[src/rtl/writeback_stage_pkg.sv]
// Shared pipeline types for the writeback stage and its load alignment helper.
package writeback_stage_pkg;

    localparam int XLEN       = 32;
    localparam int REG_ADDR_W = 5;

    // Bundle consumed by the register file and by decode forwarding.
    typedef struct packed {
        logic [REG_ADDR_W-1:0] rd_addr;
        logic [XLEN-1:0]       data;
    } writeback_signals;

    // Retiring instruction handed over by the memory stage.
    typedef struct packed {
        logic [REG_ADDR_W-1:0] rd_addr;
        logic [XLEN-1:0]       result;
        logic                  is_load;
        logic [2:0]            funct3;
        logic [1:0]            addr_lo;
    } mem_wb_signals;

    typedef enum logic [2:0] {
        LB  = 3'b000,
        LH  = 3'b001,
        LW  = 3'b010,
        LBU = 3'b100,
        LHU = 3'b101
    } load_funct3_e;

    typedef enum logic {
        IDLE      = 1'b0,
        WAIT_RESP = 1'b1
    } wb_state_e;

endpackage

[src/rtl/writeback_stage_load_align.sv]
// Combinational load data alignment and extension; also flags misaligned or
// illegal-width loads. Kept standalone so the AMO path can reuse it.
module load_align
    import writeback_stage_pkg::*;
(
    input  logic [2:0]      funct3,
    input  logic [1:0]      addr_lo,
    input  logic [XLEN-1:0] rdata,
    output logic [XLEN-1:0] data,
    output logic            err
);

    logic [XLEN-1:0] shifted;
    logic [7:0]      byte_v;
    logic [15:0]     half_v;

    // Shift the addressed byte/half down to bit 0, then extend per funct3.
    always_comb begin
        shifted = rdata >> {addr_lo, 3'b000};
        byte_v  = shifted[7:0];
        half_v  = shifted[15:0];
        data    = rdata;
        err     = 1'b0;
        case (funct3)
            LB:  data = {{(XLEN-8){byte_v[7]}}, byte_v};
            LBU: data = {{(XLEN-8){1'b0}}, byte_v};
            LH: begin
                data = {{(XLEN-16){half_v[15]}}, half_v};
                err  = addr_lo[0];
            end
            LHU: begin
                data = {{(XLEN-16){1'b0}}, half_v};
                err  = addr_lo[0];
            end
            LW:  err = (addr_lo != 2'b00);
            default: err = 1'b1;
        endcase
    end

endmodule

[src/rtl/writeback_stage.sv]
// Final pipeline stage: retires instructions into the register file, waiting
// for the data-memory response on loads, and counts retired instructions.
//
//   state     | meaning
//   IDLE      | ready for a new instruction; loads with same-cycle data complete here
//   WAIT_RESP | load accepted, waiting for dmem_rvalid; upstream is stalled
module writeback_stage #(
    parameter int XLEN      = 32,
    parameter int INSTRET_W = 64
) (
    input  logic                               clk,
    input  logic                               rst_n,
    input  logic                               mem_valid,
    output logic                               mem_ready,
    input  writeback_stage_pkg::mem_wb_signals mem_in,
    input  logic                               dmem_rvalid,
    input  logic [XLEN-1:0]                    dmem_rdata,
    output writeback_stage_pkg::writeback_signals wb_out,
    output logic                               load_err,
    output logic [INSTRET_W-1:0]               instret
);

    import writeback_stage_pkg::*;

    wb_state_e             state_q, state_d;
    logic [REG_ADDR_W-1:0] pend_rd_q, pend_rd_d;
    logic [2:0]            pend_funct3_q, pend_funct3_d;
    logic [1:0]            pend_addr_lo_q, pend_addr_lo_d;
    writeback_signals      wb_q, wb_d;
    logic                  load_err_q, load_err_d;
    logic [INSTRET_W-1:0]  instret_q, instret_d;

    logic                  accept;
    logic                  resp_done;
    logic [2:0]            align_funct3;
    logic [1:0]            align_addr_lo;
    logic [REG_ADDR_W-1:0] load_rd;
    logic [XLEN-1:0]       align_data;
    logic                  align_err;

    localparam logic [INSTRET_W-1:0] INSTRET_ONE = {{(INSTRET_W-1){1'b0}}, 1'b1};

    // In IDLE the load is decoded straight from mem_in; after a stall the
    // captured pending fields are used since upstream data may be stale.
    always_comb begin
        accept        = mem_valid & mem_ready;
        align_funct3  = (state_q == IDLE) ? mem_in.funct3  : pend_funct3_q;
        align_addr_lo = (state_q == IDLE) ? mem_in.addr_lo : pend_addr_lo_q;
        load_rd       = (state_q == IDLE) ? mem_in.rd_addr : pend_rd_q;
        resp_done     = (state_q == IDLE) ? (accept & mem_in.is_load & dmem_rvalid)
                                          : dmem_rvalid;
    end

    load_align u_load_align (
        .funct3  (align_funct3),
        .addr_lo (align_addr_lo),
        .rdata   (dmem_rdata),
        .data    (align_data),
        .err     (align_err)
    );

    // State register.
    always_ff @(posedge clk or negedge rst_n) begin
        if (!rst_n) state_q <= IDLE;
        else        state_q <= state_d;
    end

    // Next-state logic: only a load without same-cycle data stalls.
    always_comb begin
        state_d = state_q;
        case (state_q)
            IDLE:      if (accept && mem_in.is_load && !dmem_rvalid) state_d = WAIT_RESP;
            WAIT_RESP: if (dmem_rvalid) state_d = IDLE;
            default:   state_d = IDLE;
        endcase
    end

    // FSM outputs.
    always_comb begin
        mem_ready = (state_q == IDLE);
    end

    // Writeback, error pulse, retire counter and pending-load capture.
    always_comb begin
        pend_rd_d      = pend_rd_q;
        pend_funct3_d  = pend_funct3_q;
        pend_addr_lo_d = pend_addr_lo_q;
        wb_d.rd_addr   = '0;
        wb_d.data      = wb_q.data;
        load_err_d     = 1'b0;
        instret_d      = instret_q;

        if (state_q == IDLE && accept && mem_in.is_load && !dmem_rvalid) begin
            pend_rd_d      = mem_in.rd_addr;
            pend_funct3_d  = mem_in.funct3;
            pend_addr_lo_d = mem_in.addr_lo;
        end

        if (accept && !mem_in.is_load) begin
            wb_d.rd_addr = mem_in.rd_addr;
            wb_d.data    = mem_in.result;
            instret_d    = instret_q + INSTRET_ONE;
        end else if (resp_done) begin
            if (align_err) begin
                load_err_d = 1'b1;
            end else begin
                wb_d.rd_addr = load_rd;
                wb_d.data    = align_data;
                instret_d    = instret_q + INSTRET_ONE;
            end
        end
    end

    // Datapath registers.
    always_ff @(posedge clk or negedge rst_n) begin
        if (!rst_n) begin
            pend_rd_q      <= '0;
            pend_funct3_q  <= '0;
            pend_addr_lo_q <= '0;
            wb_q           <= '0;
            load_err_q     <= 1'b0;
            instret_q      <= '0;
        end else begin
            pend_rd_q      <= pend_rd_d;
            pend_funct3_q  <= pend_funct3_d;
            pend_addr_lo_q <= pend_addr_lo_d;
            wb_q           <= wb_d;
            load_err_q     <= load_err_d;
            instret_q      <= instret_d;
        end
    end

    assign wb_out   = wb_q;
    assign load_err = load_err_q;
    assign instret  = instret_q;

endmodule

[config.mk]
export PLATFORM = sky130hd
export DESIGN_NAME = writeback_stage
export DESIGN_NICKNAME = d
export VERILOG_FILES = /design/src/rtl/writeback_stage_pkg.sv /design/src/rtl/writeback_stage_load_align.sv /design/src/rtl/writeback_stage.sv
export SDC_FILE = /design/constraint.sdc
export NUM_CORES = 1
export LEC_CHECK = 0
export BUFFER_PORTS_ARGS = -buffer_cell sky130_fd_sc_hd__buf_2
export CORE_ASPECT_RATIO = 1.25
export CORE_MARGIN = 2
export CORE_UTILIZATION = 52
export DETAILED_ROUTE_END_ITERATION = 10
export PLACE_DENSITY_LB_ADDON = 0.12
export SETUP_SLACK_MARGIN = 0.5
export SLEW_MARGIN = 20
export SYNTH_ARGS = -nofsm -noshare
export SYNTH_HDL_FRONTEND = slang
export SYNTH_HIERARCHICAL = 1
export SYNTH_SLANG_ARGS = --single-unit
export TNS_END_PERCENT = 50
[constraint.sdc]
create_clock -name clk -period 4.5 [get_ports clk]
set_clock_uncertainty 0.05 [all_clocks]
set_input_delay 0.9 -clock clk [delete_from_list [all_inputs] [get_ports clk]]
set_output_delay 0.9 -clock clk [all_outputs]
set_load 0.05 [all_outputs]
==> results of run 1 <==
==> layout make-up <==
type	instances	share of cell area (%)
antenna	1	0.03273
clock buffer	23	6.120
clock inverter	9	1.407
inverter	21	1.031
multi-input combinational	420	39.58
sequential	113	37.00
tap	138	2.258
timing repair buffer	188	12.57
==> registers in the layout, summed over array words and instances, names as in the netlist <==
| signal | count |
|---|---|
| instret | 64 |
| load_err | 1 |
| pend_addr_lo_q | 2 |
| pend_rd_q | 5 |
| pend_funct3_q | 3 |
| state_q | 1 |
| wb_out | 37 |
==> routing by layer <==
| metal | up-vias | GRT usage [%] | wire (µm) |
|---|---|---|---|
| met5 | - | 0 | 0 |
| met4 | 0 | 9.911 | 389 |
| met3 | 28 | 7.770 | 1072 |
| met2 | 161 | 41.18 | 7692 |
| met1 | 2422 | 30.06 | 5907 |
| li1 | 2396 | - | - |
==> synthesized netlist by cell type, types with 8 or more instances <==
cell      instances
nor4_2           11
nor4_1            8
nand2_1          85
and3_1            8
nor3_2            9
o21ai_2          10
xor2_1           35
inv_1            21
o21ai_0          43
mux2i_1          42
buf_2             8
nor3_1           11
mux2_2           22
dfrtp_1         113
clkbuf_1         15
nand3_1          21
nand4_1           9
nor2_1           23
xnor2_1          28
==> kinds of logic (layout without fill, tap and decap cells) <==
family,after synthesis,after routing
simple gates,205,205
buf+inv,52,241
fa+ha+maj,1,1
xor+xnor,63,63
other cells,0,1
mux,65,65
flops,113,113
compound gates,86,86
==> worst max-delay path, stage by stage (launching register included) <==
cell and delay [ps]:
dfrtp_2 600, mux2_2 540, nor4_1 260, nor2_1 140, nand2b_1 280, a211oi_4 390, nand4_4 480, nor4_1 520
xor2_1 180
==> stage by stage <==
stage | total power [µW] | setup WS (ps) | util (%) | hold WS, ps | cell area (µm²)
after floorplan | 1844 | 1266 | - | 425.0 | 6085
after global placement | 2062 | 732.6 | 61.34 | 404.4 | 7058
after detailed placement | 2082 | 693.3 | 61.34 | 410.7 | 7058
after CTS | 3389 | 775.6 | 66.34 | 417.5 | 7634
after global routing | 3508 | 585.3 | 66.45 | 429.4 | 7646
final | 3360 | 982.5 | 66.45 | 414.8 | 7646
==> where the power goes <==
group	internal [µW]	total [µW]	switching, µW
Combinational	246	849	603
Clock	842	1300	457
Sequential	1130	1210	80.6
==> worst max path at each step <==
stage | start | to | cells past startpoint
6_report | state_q$_DFF_PN0_ | instret[45]$_DFFE_PN0P_ | 8
5_1_grt | state_q$_DFF_PN0_ | instret[32]$_DFFE_PN0P_ | 9
4_1_cts | state_q$_DFF_PN0_ | instret[28]$_DFFE_PN0P_ | 9
3_5_place_dp | mem_in[0] | instret[28]$_DFFE_PN0P_ | 10
3_3_place_gp | mem_in[0] | instret[28]$_DFFE_PN0P_ | 10
2_1_floorplan | state_q$_DFF_PN0_ | instret[17]$_DFFE_PN0P_ | 13
==> timing repair <==
action	CTS	global route
hold buffers	0	0
setup endpoints to repair	0	10
resized for setup	0	1
==> layout by cell type (no fill, tap or decap), types with 3 or more instances in the layout <==
cell type | synthesis | routed
dfrtp_1 | 113 | 112
o31ai_1 | 7 | 7
xor2_1 | 35 | 35
mux2i_1 | 42 | 42
nor3_1 | 11 | 11
buf_2 | 8 | 180
clkbuf_16 | 0 | 17
nand4_1 | 9 | 9
a221oi_1 | 4 | 4
xnor2_1 | 28 | 28
o21ai_2 | 10 | 10
nor4_2 | 11 | 11
clkinv_2 | 0 | 3
o21ai_0 | 43 | 43
and3_1 | 8 | 8
inv_1 | 21 | 21
and2_1 | 3 | 3
mux2_2 | 22 | 22
nor2_1 | 23 | 22
buf_4 | 0 | 8
clkbuf_1 | 15 | 4
nor4_1 | 8 | 8
nand3_1 | 21 | 21
nor2b_1 | 3 | 3
a22oi_1 | 4 | 4
nor3_2 | 9 | 9
nand2_1 | 85 | 85
==> results, run 1 <==
- The total number of yosys warnings is 6.
- The worst reg2reg path startpoint is state_q$_DFF_PN0_.
- The CTS tree is done.
- Wires add up to 15.06 mm.
- The flip-flop cell with the highest count after synthesis is dfrtp_1.
- The non-filler instance count after layout is 913.
- The data arrival time of the critical path is 3790 ps.
- The largest net degree at the start of global routing is 65.
- The dominant combinational cell family by area after synthesis is simple AND/OR/NAND/NOR gates.
- The worst-case hold path end point is instret[63]$_DFFE_PN0P_.
- The clock sink count is 113.
- After clock tree synthesis, the clock-pin slew on the worst setup and hold paths is 50 ps.
- The number of DRC violations after detailed-routing iteration 0 is 177.
- The post-detailed-route count of antenna-violating nets is 0.
- The final layout contains between 800 and 900 nets.
- The cell count of the worst reg-to-reg path is 8.
- The final total negative setup slack is 0 ps.
- Summing the sequential cell areas from Yosys gives a little under half of the chip area.
- Counting every net in the synthesized netlist gives 665.
- Once placement completed, the tool counted placed cells totaling 880.
- The synthesized netlist devotes around 19% of its cell area to simple gates.
- In this run the standard cell core region covers 11,510 µm².
- The worst hold path startpoint is instret[63]$_DFFE_PN0P_.
- Of the cells placed in the final design, the portion with a size suffix greater than 1 is 36.82%.
- Setup slack on the worst reg-to-reg path comes out at 980 ps.
- The first detailed-routing pass ran for 5 iterations.
- The largest area contributor in the synthesized netlist is dfrtp_1.
- The area overhead of the layout relative to synthesis is 25.66%.
- For the worst setup path, the data required time is 4770 ps.
- Setup repair after global routing left no endpoint under its margin.
- The synthesized netlist devotes 0.2056% of its cell area to adder and majority cells.
- Of the available clock period, the critical path in the final layout requires 78.17%.
- VDD sags by at most 225.8 µV.
- Counting flops with a built-in enable in the synthesized netlist gives 0.
- The path type of the worst min-delay path is register to register.
- The clock reaches the later pin of the worst-skew pair after 400 ps.
- The total count of max-transition violations in the final report was 0.
- The boundary pin count is about 180.
- The via count of the first global-routing pass was 5,048.
- After detailed routing, the average wire length per cell comes to approximately 16 µm.
- The die is 124.9 µm tall.
- The initial antenna violation count came to 1.
- The synthesized netlist devotes around 9.1% of its cell area to XOR and XNOR gates.
- Along the worst path, the maximum fanout reaches 23.
- In the final layout, flip-flops and latches occupy between 2000 and 3000 µm².
- STA classifies the critical path startpoint as a register.
- Buffers placed on the I/O ports in this run total roughly 180.
- The count of endpoints failing setup in the final report is 0.
- The die is 100.8 µm wide.
- The unique cell type count in the Yosys netlist is 55.
- For this run, asynchronously set or reset flops after synthesis account for 100.0%.
- The leakage component of the power is 0.003705 µW.
- The highest attainable clock frequency is 284.3 MHz.
- The all-layer global routing usage is 24.91%.
- The critical path in this run is classified as register to register.
- The final count of hold timing violations is 0.
- Counting along the longest clock path gives a buffer depth of 2.
- In the final layout, the multi-input gates occupy 3027 µm².
- The effective utilization at floorplan is 52.88%.
- In this run the biggest area consumer among cell types represents 46.47% of the synthesized area.
- Once the clock tree was built, the setup fixing pass inserted 0 buffers.
- The power density over the cells is 439.4 nW/µm².
- Counting the buffers created by CTS gives 17.
- The sum of overflow across all layers after global routing is 0.
- The clock period minus final worst setup slack is 3518 ps.
- The congestion estimate from routability-driven global placement came to 0.8597.
- Using the TritonRoute via totals, the vias-per-cell ratio works out to 5.484.
- After floorplanning, the core was divided into 44 placement rows.
- The CTS root buffer is clkbuf_16.
- After filler insertion, the fill cell instance count of the layout stands at 921.
- The remaining routing DRC violations is 0.
- The routed via count is 5,007.
- The worst reg2reg path endpoint is instret[45]$_DFFE_PN0P_.
- The post-synthesis instance area is 6085 µm².
- The synthesized netlist devotes 10.12% of its cell area to compound gates.
- The post-detailed-placement half-perimeter wirelength is 11.11 mm.
- The wire length of the first global-routing pass is roughly 25 mm.
- Measured against its own limit, the worst slew margin works out to 43.63%.
- Each instance of the synthesized netlist takes up on average 10.40 µm².
- The H-tree was split into 4 levels.
- The flop and latch count out of synthesis is about 110.
- The die covers 12,590 µm².
- The type of destination of the critical path is a register.
- The run finished with clean final reports.
- After synthesis, the cell types taking the most area are dfrtp_1, mux2i_1, nand2_1, xor2_1, mux2_2.
- At the pin with the least slew margin, the transition time is about 840 ps.
- Multiplexer cells account for 11.35% of the synthesized area.
- The number of maximum-capacitance constraint violations is 0.
- The cell count after synthesis is 585.
- The number of cells traversed by the worst hold path is 1.
No activity file was read; power rests on OpenSTA's default activity.
==> inputs of run 2 (changes only) <==
- CORE_UTILIZATION: 52 -> 47
- clock period: 4.5 -> 3.1 ns (I/O delays scaled with it)
==> run 2 against run 1 <==
- utilization down 0.47 points
- die area increased by 10%
- total power rose by 51%
- critical path depth grew 2
- via count is 4.0% higher
- largest cell class unchanged
- sequential cell count stayed put
- highest routed layer unchanged
- worst hold slack worse by 220 ps
- clock-buffer cell count shrank 3
==> results, run 2 (synthesis results as in run 1) <==
- The total routed wirelength was 16.36 mm (+8.6%).
- The largest fanout of any net on the critical path came to 6 (-74%).
- The H-tree depth is 4 (unchanged).
- The number of buffers added to fix hold violations after cts was 0 (unchanged).
- TritonCTS built the clock tree.
- The clock network latency to the later pin of the worst-skew pair is 410 ps (about the same).
- The worst hold path belongs to the class primary input to async pin.
- The post-detailed-placement half-perimeter wirelength came to 11.38 mm (+2.4%).
- The cell count of the worst reg-to-reg path is 10 (+2).
- The remaining routing DRC violations is 0 (unchanged).
- The width of the die came to 105.8 µm (+5.0%).
- The run finished with clean final reports.
- The critical path data required time is 3380 ps (-1390 ps).
- The worst setup path is of the register to register kind.
- The area overhead of the layout relative to synthesis is 37.30%.
- The row count was 46 (+4.5%).
- The worst slew margin relative to its limit is 55.64% (+12 points).
- The fraction of met1 tracks used by global routing is 28.33% (-1.7 points).
- The wire length of the first global-routing pass is 26.34 mm (+6.4%).
- The portion of the clock cycle consumed by the worst path in the final layout came to 84.89% (+6.7 points).
- The boundary pin count was 182 (unchanged).
- Setup repair after global routing could not meet its margin everywhere.
- The final total negative setup slack is 0 ps (unchanged).
- The final weighted congestion in routability-driven placement is 0.8386 (-2.5%).
- The average wire per cell in the routed design is 16.73 µm (+1.4%).
- The count of nets after finishing is 873 (+3.8%).
- The flip-flop count of the largest register after layout is 64 (unchanged).
- The via count normalized by instance count is 5.324 (-2.9%).
- The layout cell share with drive strength beyond 1 is 42.56% (+5.7 points).
- The power density over the cells is 608.7 nW/µm² (+39%).
- The clock period minus final worst setup slack came to 2632 ps (-885.9 ps).
- The actual slew at the worst max-slew pin is 665.3 ps (-177.7 ps).
- The count of endpoints failing setup in the final report is 0 (unchanged).
- The initial antenna violation count was 4 (+3).
- The final count of hold timing violations was 0 (unchanged).
- The leading cell type in the layout, fill and taps excluded is buf_2.
- The worst setup path is launched from a register.
- The total core area came to 12,660 µm² (+10%).
- The detailed-routing iteration count for the pre-antenna-repair pass is 4 (-1).
- The floorplan die area is 13,880 µm² (+10%).
- The number of maximum-capacitance constraint violations is 0 (unchanged).
- The data arrival time of the critical path is 2910 ps (-880 ps).
- The worst reg2reg path startpoint is state_q$_DFF_PN0_.
- The non-filler instance count after layout is 978 (+7.1%).
- The highest attainable clock frequency is 380.0 MHz (+34%).
- The largest voltage drop on the vdd net is 342.2 µV (+52%).
- The CTS root buffer is clkbuf_16.
- The effective utilization at floorplan is 48.05% (-4.8 points).
- The global routing's busiest layer is met2.
- The clock transition at the register clock pins on the worst setup and hold paths after CTS is 50 ps (about the same).
- The worst setup path is captured at a register.
- The number of DRC violations after detailed-routing iteration 0 came to 237 (+34%).
- The routed via count is 5,207 (+4.0%).
- The leakage component of the power came to 0.004104 µW (+11%).
- The cell count after placement was 920 (+4.5%).
- The deepest clock path buffer count is 2 (unchanged).
- The met3 global-route usage is 6.498% (-1.3 points).
- The total count of max-transition violations in the final report is 0 (unchanged).
- The number of port buffers was 181 (unchanged).
- The clock sink count is 113 (unchanged).
- The die height is 131.2 µm (+5.0%).
- The post-detailed-route count of antenna-violating nets came to 0 (unchanged).
- The CTS buffer count is 17 (unchanged).
- The library cells used most frequently in the layout, excluding fill and tap cells, are buf_2, dfrtp_1, nand2_1.
- The global routing met2 resource utilization is 41.36% (+0.19 points).
- The via count of the first global-routing pass is 5,327 (+5.5%).
- The all-layer global routing usage is 23.69% (-1.2 points).
- The internal reg-to-reg setup slack is 470 ps (-510 ps).
- The largest net degree at the start of global routing is 65 (unchanged).
- The worst reg2reg path endpoint is instret[44]$_DFFE_PN0P_.
- The sum of overflow across all layers after global routing was 0 (unchanged).
run 2: cell count changes in the layout (fill, tap and decap cells not counted), sizes merged:
cell	change
bufinv	+1
clkinvlp	+1
diode	+3
buf	+32
inv	+1
clkbuf	-3
run 2: cell type report:
cell class	count	area, µm²
Multi-Input combinational cell	420	3287
Inverter	21	78.83
Tap cell	168	210.2
Clock buffer	20	456.7
Fill cell	1054	4308
Timing Repair Buffer	220	1325
Sequential cell	113	2829
Clock inverter	12	157.7
Antenna cell	4	10.01
run 2: critical path: stages, from the launching register on:
cell      delay, ps
dfrtp_2         460
mux2_4          350
nor4_4          300
nor2_2           90
nand2b_4        180
a211oi_4        280
nand4_4         160
buf_12          180
buf_16          140
nor3_2          200
xnor2_1         150
run 2: per-stage QoR:
stage	hold slack (ps)	utilization, %	total power [µW]	instance area (µm²)	setup slack [ps]
2_1_floorplan	274.4	-	2688	6192	287.9
3_3_place_gp	417.1	57.47	3017	7277	240.8
3_5_place_dp	425.3	57.47	3045	7277	175.6
4_1_cts	211.9	64.31	5083	8143	462.5
5_1_grt	234.0	65.92	5287	8347	357.2
6_report	195.3	65.98	5085	8354	468.4
run 2: per-layer routing:
layer	part of all wire [%]	vias up
met2	52	162
met3	6.5	21
met1	40	2548
met5	0	-
met4	1.5	0
li1	-	2476
run 2: worst max path at each step:
stage / startpoint / endpoint / slack, ps / depth (start not counted)
floorplan: state_q$_DFF_PN0_ / instret[59]$_DFFE_PN0P_ / 290 / 13
global placement: mem_in[0] / instret[17]$_DFFE_PN0P_ / 240 / 10
detailed placement: mem_in[0] / instret[43]$_DFFE_PN0P_ / 180 / 10
CTS: state_q$_DFF_PN0_ / instret[26]$_DFFE_PN0P_ / 460 / 10
global route: state_q$_DFF_PN0_ / instret[44]$_DFFE_PN0P_ / 360 / 10
finish: state_q$_DFF_PN0_ / instret[44]$_DFFE_PN0P_ / 470 / 10
run 2: power by group:
part / total, µW / switching (µW) / internal [µW]
registers: 1750 / 112 / 1640
clock network: 2010 / 701 / 1310
logic: 1320 / 908 / 413
run 2: timing repair:
action / in CTS / in global routing
buffers inserted: 8 / 11
gates cloned: 2 / 1
pin swaps: 8 / 16
setup endpoints to repair: 62 / 66
gates resized for setup: 28 / 17
